$ cat src/rtl/apb_soc_demux.sv
// APB demultiplexer from the SoC APB master to NUM_SLAVES peripherals.
// The address map comes from a rule table, and the decode result is registered.
module apb_soc_demux #(
   parameter int unsigned                         NUM_SLAVES     = 7,
   parameter int unsigned                         ADDR_WIDTH     = 32,
   parameter int unsigned                         DATA_WIDTH     = 32,
   parameter logic [NUM_SLAVES*ADDR_WIDTH-1:0]    START_ADDR     = {32'h1A20_0000, 32'h1A10_6000,
                                                                   32'h1A10_5000, 32'h1A10_4000,
                                                                   32'h1A10_3000, 32'h1A10_1000,
                                                                   32'h1A10_0000},
   parameter logic [NUM_SLAVES*ADDR_WIDTH-1:0]    END_ADDR       = {32'h1A22_2000, 32'h1A10_7000,
                                                                   32'h1A10_6000, 32'h1A10_5000,
                                                                   32'h1A10_4000, 32'h1A10_2000,
                                                                   32'h1A10_1000},
   parameter int unsigned                         TIMEOUT_CYCLES = 256
) (
   input  logic                           clk_i,
   input  logic                           rst_ni,
   input  logic [ADDR_WIDTH-1:0]          paddr_i,
   input  logic [DATA_WIDTH-1:0]          pwdata_i,
   input  logic                           pwrite_i,
   input  logic [DATA_WIDTH/8-1:0]        pstrb_i,
   input  logic                           psel_i,
   input  logic                           penable_i,
   output logic [DATA_WIDTH-1:0]          prdata_o,
   output logic                           pready_o,
   output logic                           pslverr_o,
   output logic [ADDR_WIDTH-1:0]          paddr_o,
   output logic [DATA_WIDTH-1:0]          pwdata_o,
   output logic                           pwrite_o,
   output logic [DATA_WIDTH/8-1:0]        pstrb_o,
   output logic [NUM_SLAVES-1:0]          psel_o,
   output logic                           penable_o,
   input  logic [NUM_SLAVES*DATA_WIDTH-1:0] prdata_i,
   input  logic [NUM_SLAVES-1:0]          pready_i,
   input  logic [NUM_SLAVES-1:0]          pslverr_i,
   input  logic                           err_clr_i,
   output logic [7:0]                     err_cnt_o,
   output logic [ADDR_WIDTH-1:0]          err_addr_o,
   output logic                           err_timeout_o
);

   localparam int unsigned IW    = (NUM_SLAVES > 1) ? $clog2(NUM_SLAVES) : 1;
   localparam int unsigned TW    = (TIMEOUT_CYCLES > 1) ? $clog2(TIMEOUT_CYCLES) : 1;
   localparam bit          WD_EN = (TIMEOUT_CYCLES != 0);

   typedef enum logic [2:0] {IDLE, DSETUP, DACCESS, RESP, ERR} state_t;

   state_t                  state_q, state_d;
   logic [IW-1:0]           idx_q;
   logic [TW-1:0]           to_cnt_q;
   logic [DATA_WIDTH-1:0]   rdata_q, rdata_d;
   logic                    rerr_q, rerr_d;
   logic [7:0]              err_cnt_q;
   logic [ADDR_WIDTH-1:0]   err_addr_q;
   logic                    err_to_q;

   logic                    dec_hit;
   logic [IW-1:0]           dec_idx;
   logic [NUM_SLAVES-1:0]   sel_oh;
   logic                    sel_ready, sel_err, timeout_hit;
   logic [DATA_WIDTH-1:0]   sel_rdata;
   logic                    latch_req, latch_resp;
   logic                    err_evt, err_evt_to;
   logic [ADDR_WIDTH-1:0]   err_evt_addr;

   // Lowest matching index wins, and an empty rule (start >= end) never matches.
   always_comb begin
      dec_hit = 1'b0;
      dec_idx = '0;
      for (int unsigned k = 0; k < NUM_SLAVES; k++) begin
         if (!dec_hit &&
             paddr_i >= START_ADDR[k*ADDR_WIDTH +: ADDR_WIDTH] &&
             paddr_i <  END_ADDR[k*ADDR_WIDTH +: ADDR_WIDTH]) begin
            dec_hit = 1'b1;
            dec_idx = IW'(k);
         end
      end
   end

   always_comb begin
      sel_oh    = '0;
      sel_ready = 1'b0;
      sel_err   = 1'b0;
      sel_rdata = '0;
      for (int unsigned k = 0; k < NUM_SLAVES; k++) begin
         if (idx_q == IW'(k)) begin
            sel_oh[k] = 1'b1;
            sel_ready = pready_i[k];
            sel_err   = pslverr_i[k];
            sel_rdata = prdata_i[k*DATA_WIDTH +: DATA_WIDTH];
         end
      end
   end

   assign timeout_hit = WD_EN && (to_cnt_q == TW'(TIMEOUT_CYCLES - 1));

   always_comb begin
      state_d      = state_q;
      latch_req    = 1'b0;
      latch_resp   = 1'b0;
      rdata_d      = sel_rdata;
      rerr_d       = sel_err;
      err_evt      = 1'b0;
      err_evt_to   = 1'b0;
      err_evt_addr = paddr_i;
      pready_o     = 1'b0;
      pslverr_o    = 1'b0;
      prdata_o     = '0;
      case (state_q)
         IDLE: begin
            if (psel_i && !penable_i) begin
               latch_req = 1'b1;
               if (dec_hit) begin
                  state_d = DSETUP;
               end else begin
                  state_d = ERR;
                  err_evt = 1'b1;
               end
            end
         end
         DSETUP: state_d = DACCESS;
         DACCESS: begin
            if (sel_ready) begin
               latch_resp = 1'b1;
               state_d    = RESP;
            end else if (timeout_hit) begin
               latch_resp   = 1'b1;
               rdata_d      = '0;
               rerr_d       = 1'b1;
               err_evt      = 1'b1;
               err_evt_to   = 1'b1;
               err_evt_addr = paddr_o;
               state_d      = RESP;
            end
         end
         // If upstream abandoned the transfer, the response is dropped silently.
         RESP: begin
            if (!psel_i) begin
               state_d = IDLE;
            end else if (penable_i) begin
               pready_o  = 1'b1;
               pslverr_o = rerr_q;
               prdata_o  = rdata_q;
               state_d   = IDLE;
            end
         end
         ERR: begin
            if (!psel_i) begin
               state_d = IDLE;
            end else if (penable_i) begin
               pready_o  = 1'b1;
               pslverr_o = 1'b1;
               state_d   = IDLE;
            end
         end
         default: state_d = IDLE;
      endcase
   end

   assign psel_o    = (state_q == DSETUP || state_q == DACCESS) ? sel_oh : '0;
   assign penable_o = (state_q == DACCESS);

   assign err_cnt_o     = err_cnt_q;
   assign err_addr_o    = err_addr_q;
   assign err_timeout_o = err_to_q;

   always_ff @(posedge clk_i or negedge rst_ni) begin
      if (!rst_ni) begin
         state_q  <= IDLE;
         idx_q    <= '0;
         to_cnt_q <= '0;
         rdata_q  <= '0;
         rerr_q   <= 1'b0;
         paddr_o  <= '0;
         pwdata_o <= '0;
         pwrite_o <= 1'b0;
         pstrb_o  <= '0;
      end else begin
         state_q <= state_d;
         if (latch_req) begin
            paddr_o  <= paddr_i;
            pwdata_o <= pwdata_i;
            pwrite_o <= pwrite_i;
            pstrb_o  <= pstrb_i;
            idx_q    <= dec_idx;
         end
         if (state_q == DSETUP) begin
            to_cnt_q <= '0;
         end else if (state_q == DACCESS) begin
            to_cnt_q <= to_cnt_q + TW'(1);
         end
         if (latch_resp) begin
            rdata_q <= rdata_d;
            rerr_q  <= rerr_d;
         end
      end
   end

   // A clear that coincides with a new error leaves that error as the only one logged.
   always_ff @(posedge clk_i or negedge rst_ni) begin
      if (!rst_ni) begin
         err_cnt_q  <= '0;
         err_addr_q <= '0;
         err_to_q   <= 1'b0;
      end else if (err_evt) begin
         err_addr_q <= err_evt_addr;
         err_to_q   <= err_evt_to;
         if (err_clr_i) begin
            err_cnt_q <= 8'd1;
         end else if (err_cnt_q != 8'hFF) begin
            err_cnt_q <= err_cnt_q + 8'd1;
         end
      end else if (err_clr_i) begin
         err_cnt_q  <= '0;
         err_addr_q <= '0;
         err_to_q   <= 1'b0;
      end
   end

endmodule

$ cat config.mk
export PLATFORM = sky130hd
export DESIGN_NAME = apb_soc_demux
export DESIGN_NICKNAME = d
export VERILOG_FILES = /design/src/rtl/apb_soc_demux.sv
export SDC_FILE = /design/constraint.sdc
export NUM_CORES = 1
export LEC_CHECK = 0
export CORE_AREA = 2 2 180 182
export DETAILED_ROUTE_END_ITERATION = 6
export DIE_AREA = 0 0 182 184
export PLACE_DENSITY = 0.6
export SYNTH_ARGS = -nofsm -noshare
export SYNTH_HDL_FRONTEND = slang
export SYNTH_SLANG_ARGS = --single-unit
export TNS_END_PERCENT = 50
$ cat constraint.sdc
create_clock -name clk_i -period 4.58 [get_ports clk_i]
set_input_delay 0.916 -clock clk_i [delete_from_list [all_inputs] [get_ports clk_i]]
set_output_delay 0.916 -clock clk_i [all_outputs]
set_load 0.02 [all_outputs]
==> results.toml <==
[drt]
drt-initial-drc-count = 651
wl_mm = 40.4
drc = 0
post_drt_wl_per_cell_um = 21.3
antenna_left = 0
routed_via_density = 5.22
num_vias = 9883
drt_first_pass_iters = 6

[clocking]
cts_buffers = 17
cts_root_buf = "clkbuf_16"
clk_latency_ns = 0.43
cts.path.max_buffers = 2
htreeDepth = 4
clkSlewWorstSetupHoldPaths_ns = 0.07
postCtsSetupBuffers = 0
cts_resized = 0
cts_tree = "done"
ctsHoldBuffers = 0
cts_sinks = 157

[setup_path]
startpoint = "psel_i"
critPathMostFrequentCell = "clkdlybuf4s50_1"
cp-start-kind = "primary input"
r2r_cells = 7
critPathArrivalTime_ns = 2.82
max_stage_delay_ns = 0.60
required_ns = 3.66
path_class = "primary input to output pin"
reg2reg_to = "rdata_q[22]"
crit_chain = "clkdlybuf4s50_1, nand2_1, nor2_2, buf_12, and2_1, clkdlybuf4s50_1"
cp_max_fo = 21
rrSetupSlack_ns = 1.48
cp-end-kind = "output pin"
critical-path-slowest-cell = "clkdlybuf4s50_1"
crit_path_end = "prdata_o[7]"
rr_startpoint = "idx_q[1]"

[power_and_ir_drop]
p_per_area_mw_per_mm2 = 507
p_leak_nw = 6.24
power.switching_mw = 3.16
power_frac_seq_pct = 31.1
p_clk_share_pct = 18.6
switching_share_pct = 42.0
internal-power_mw = 4.36
power_frac_comb_pct = 50.4
irDropWorstVdd_uv = 257

[finish]
drive_above_1_share_pct = 7.25
n_fill_cell = 3012
seq_area_mm2 = 0.00394
syn_to_final_growth_pct = 60.2
nNetsFinal = 1790
multi_input_area_mm2 = 0.00497
post-route-util_pct = 47.3

[floorplan]
ios = 464
start_util_pct = 29.5
die_h_um = 184
coreArea_mm2 = 0.0314
die_area_mm2 = 0.0335
die_w_um = 182
rows = 65

[yosys]
synth_edf_count = 0
ys_ff_latch = 157
seq_area_frac_synth_pct = 42.4
async_flop_share_pct = 100
yosysWarnings = 0
synth_cells = 1068
ys.flop_type = "dfrtp_1"
synth_cell_type_count = 62
syn-cell-area_mm2 = 0.00927
syn_avg_cell_area_um2 = 8.68
syn_nets = 1382

[global_route]
grt-ovfl-total = 0
grt_pass1_wl_mm = 59.8
grt_pass1_vias = 9813
antenna_found_initial = 6
grt_use_total_pct = 23.2
grt_max_degree = 100
busiest_layer = "met2"
met1_usage_pct = 27.1
met3_usage_pct = 7.53
use_met2_pct = 40.1

[timing]
worstMarginPinSlew_ns = 1.09
setup-violations-final = 0
max_freq_ghz = 0.268
tns_ns = 0
max_slew_margin_pct = 27.1
fin_skew_ns = 0.0139
layout_setup_ws_ns = 0.843
finalHoldViolCount = 0
period_minus_slack_ns = 3.74
drv_slew = 0
fin_crit_sh_pct = 81.6
rsz0062_at_grt = "no"

[worst_hold_path]
holdCritPathClass = "register to register"

[outcome]
outcome = "complete, no violations"

[placed_design]
dp_worst_setup_slack_ns = 0.824
gp_congestion = 0.844
portBuffers = 463
hpwl_mm = 29.8

[run]
drv_cap = 0
cell type report:
cell class	count	area share (%)
multi-input combinational	811	33.5
timing repair buffer	485	32.6
sequential	157	26.5
tap	402	3.39
clock buffer	17	2.86
clock inverter	15	1.02
inverter	4	0.101
antenna	4	0.0674
layout by cell type (no fill, tap or decap), types with 6 or more instances in the layout:
master / n
a22o_1: 65
and2_1: 33
dfrtp_1: 154
a222oi_1: 30
clkdlybuf4s50_1: 462
buf_4: 19
clkbuf_16: 17
a31oi_1: 27
nor3_1: 10
o21ai_0: 47
a21oi_1: 34
nand3_1: 31
o211ai_1: 29
nor2b_1: 6
mux2i_1: 53
nand2_1: 252
mux2_2: 34
nor2_1: 77
Yosys cell counts, types with 2 or more instances:
cell | number | area, um2
nand2_1 | 252 | 946
dfrtp_1 | 157 | 3930
nor2_1 | 79 | 297
clkbuf_1 | 67 | 251
a22o_1 | 65 | 569
mux2i_1 | 53 | 531
o21ai_0 | 47 | 235
a21oi_1 | 35 | 175
mux2_2 | 34 | 383
and2_1 | 32 | 200
nand3_1 | 32 | 160
a222oi_1 | 30 | 300
o211ai_1 | 29 | 218
a31oi_1 | 27 | 169
buf_2 | 15 | 75.1
nor3_1 | 10 | 50.1
buf_1 | 9 | 33.8
nor2b_1 | 8 | 50.1
nand2b_1 | 5 | 31.3
nor4_1 | 5 | 31.3
and3_1 | 4 | 25.0
nand4_1 | 4 | 25.0
o2111ai_1 | 4 | 35.0
o21ai_1 | 4 | 20.0
or3_1 | 4 | 25.0
or4_1 | 4 | 30.0
buf_6 | 3 | 33.8
inv_1 | 3 | 11.3
o21a_1 | 3 | 22.5
xor2_1 | 3 | 26.3
a211oi_1 | 2 | 15.0
a211oi_2 | 2 | 25.0
a21boi_0 | 2 | 15.0
buf_4 | 2 | 15.0
ha_1 | 2 | 25.0
nand3b_1 | 2 | 15.0
nor3b_1 | 2 | 15.0
o211a_1 | 2 | 20.0
o221ai_1 | 2 | 17.5
worst min-delay path by stage:
stage / start / end / slack (ns) / cells past startpoint
2_1_floorplan: rdata_q[13] / rdata_q[13] / 0.46 / 1
3_3_place_gp: pwdata_o[30] / pwdata_o[30] / 0.46 / 2
3_5_place_dp: pwdata_o[17] / pwdata_o[17] / 0.46 / 2
4_1_cts: pwdata_o[17] / pwdata_o[17] / 0.48 / 2
5_1_grt: pwdata_o[28] / pwdata_o[28] / 0.50 / 2
6_report: pwdata_o[17] / pwdata_o[17] / 0.47 / 2
flip-flops by register name, summed over array words and instances, names as in the netlist, 4 cells and up:
| signal | flops |
|---|---|
| rdata_q | 32 |
| pstrb_o | 4 |
| paddr_o | 32 |
| err_cnt_o | 8 |
| to_cnt_q | 8 |
| pwdata_o | 32 |
| err_addr_o | 32 |
through the flow:
| step | cell area, um2 | cells | power (mW) | hold WS (ns) |
|---|---|---|---|---|
| floorplan | 9270 | 1068 | 4.37 | 0.464 |
| global placement | 14300 | 1859 | 6.12 | 0.457 |
| detailed placement | 14300 | 1859 | 6.14 | 0.461 |
| CTS | 14800 | 1891 | 7.60 | 0.478 |
| global route | 14900 | 1895 | 7.98 | 0.504 |
| finish | 14900 | 1895 | 7.52 | 0.474 |
logic make-up (layout without fill, tap and decap cells):
group | count (synthesis) | count (layout) | synth area share (%)
AND/OR/NAND/NOR | 452 | 452 | 21.5
AO/OA/AOI/OAI | 265 | 265 | 20.8
flip-flops | 157 | 157 | 42.4
buffers and inverters | 100 | 521 | 4.57
multiplexers | 88 | 88 | 10.1
XOR/XNOR | 4 | 4 | 0.378
adder cells (fa/ha/maj) | 2 | 2 | 0.270
other | 0 | 4 | 0
metal layers:
| layer | part of all wire [%] | up-vias | wire length, um |
|---|---|---|---|
| li1 | - | 4667 | - |
| met1 | 39 | 4752 | 15800 |
| met2 | 49 | 419 | 20000 |
| met3 | 9.1 | 41 | 3680 |
| met4 | 2.4 | 4 | 983 |
| met5 | 0.067 | - | 27 |
worst max-delay path, delay by kind of cell:
kind | cells | cell delay [ns]
buffers and inverters | 3 | 1.29
AND/OR/NAND/NOR | 3 | 0.60
power by group through the flow:
stage	logic, mW	registers, mW	clock network (mW)
3_5_place_dp	3.79	2.35	0
3_3_place_gp	3.77	2.35	0
5_1_grt	4.10	2.39	1.49
6_report	3.79	2.34	1.40
2_1_floorplan	1.78	2.59	0
4_1_cts	3.82	2.34	1.44
(Power assumes the default switching activity.)
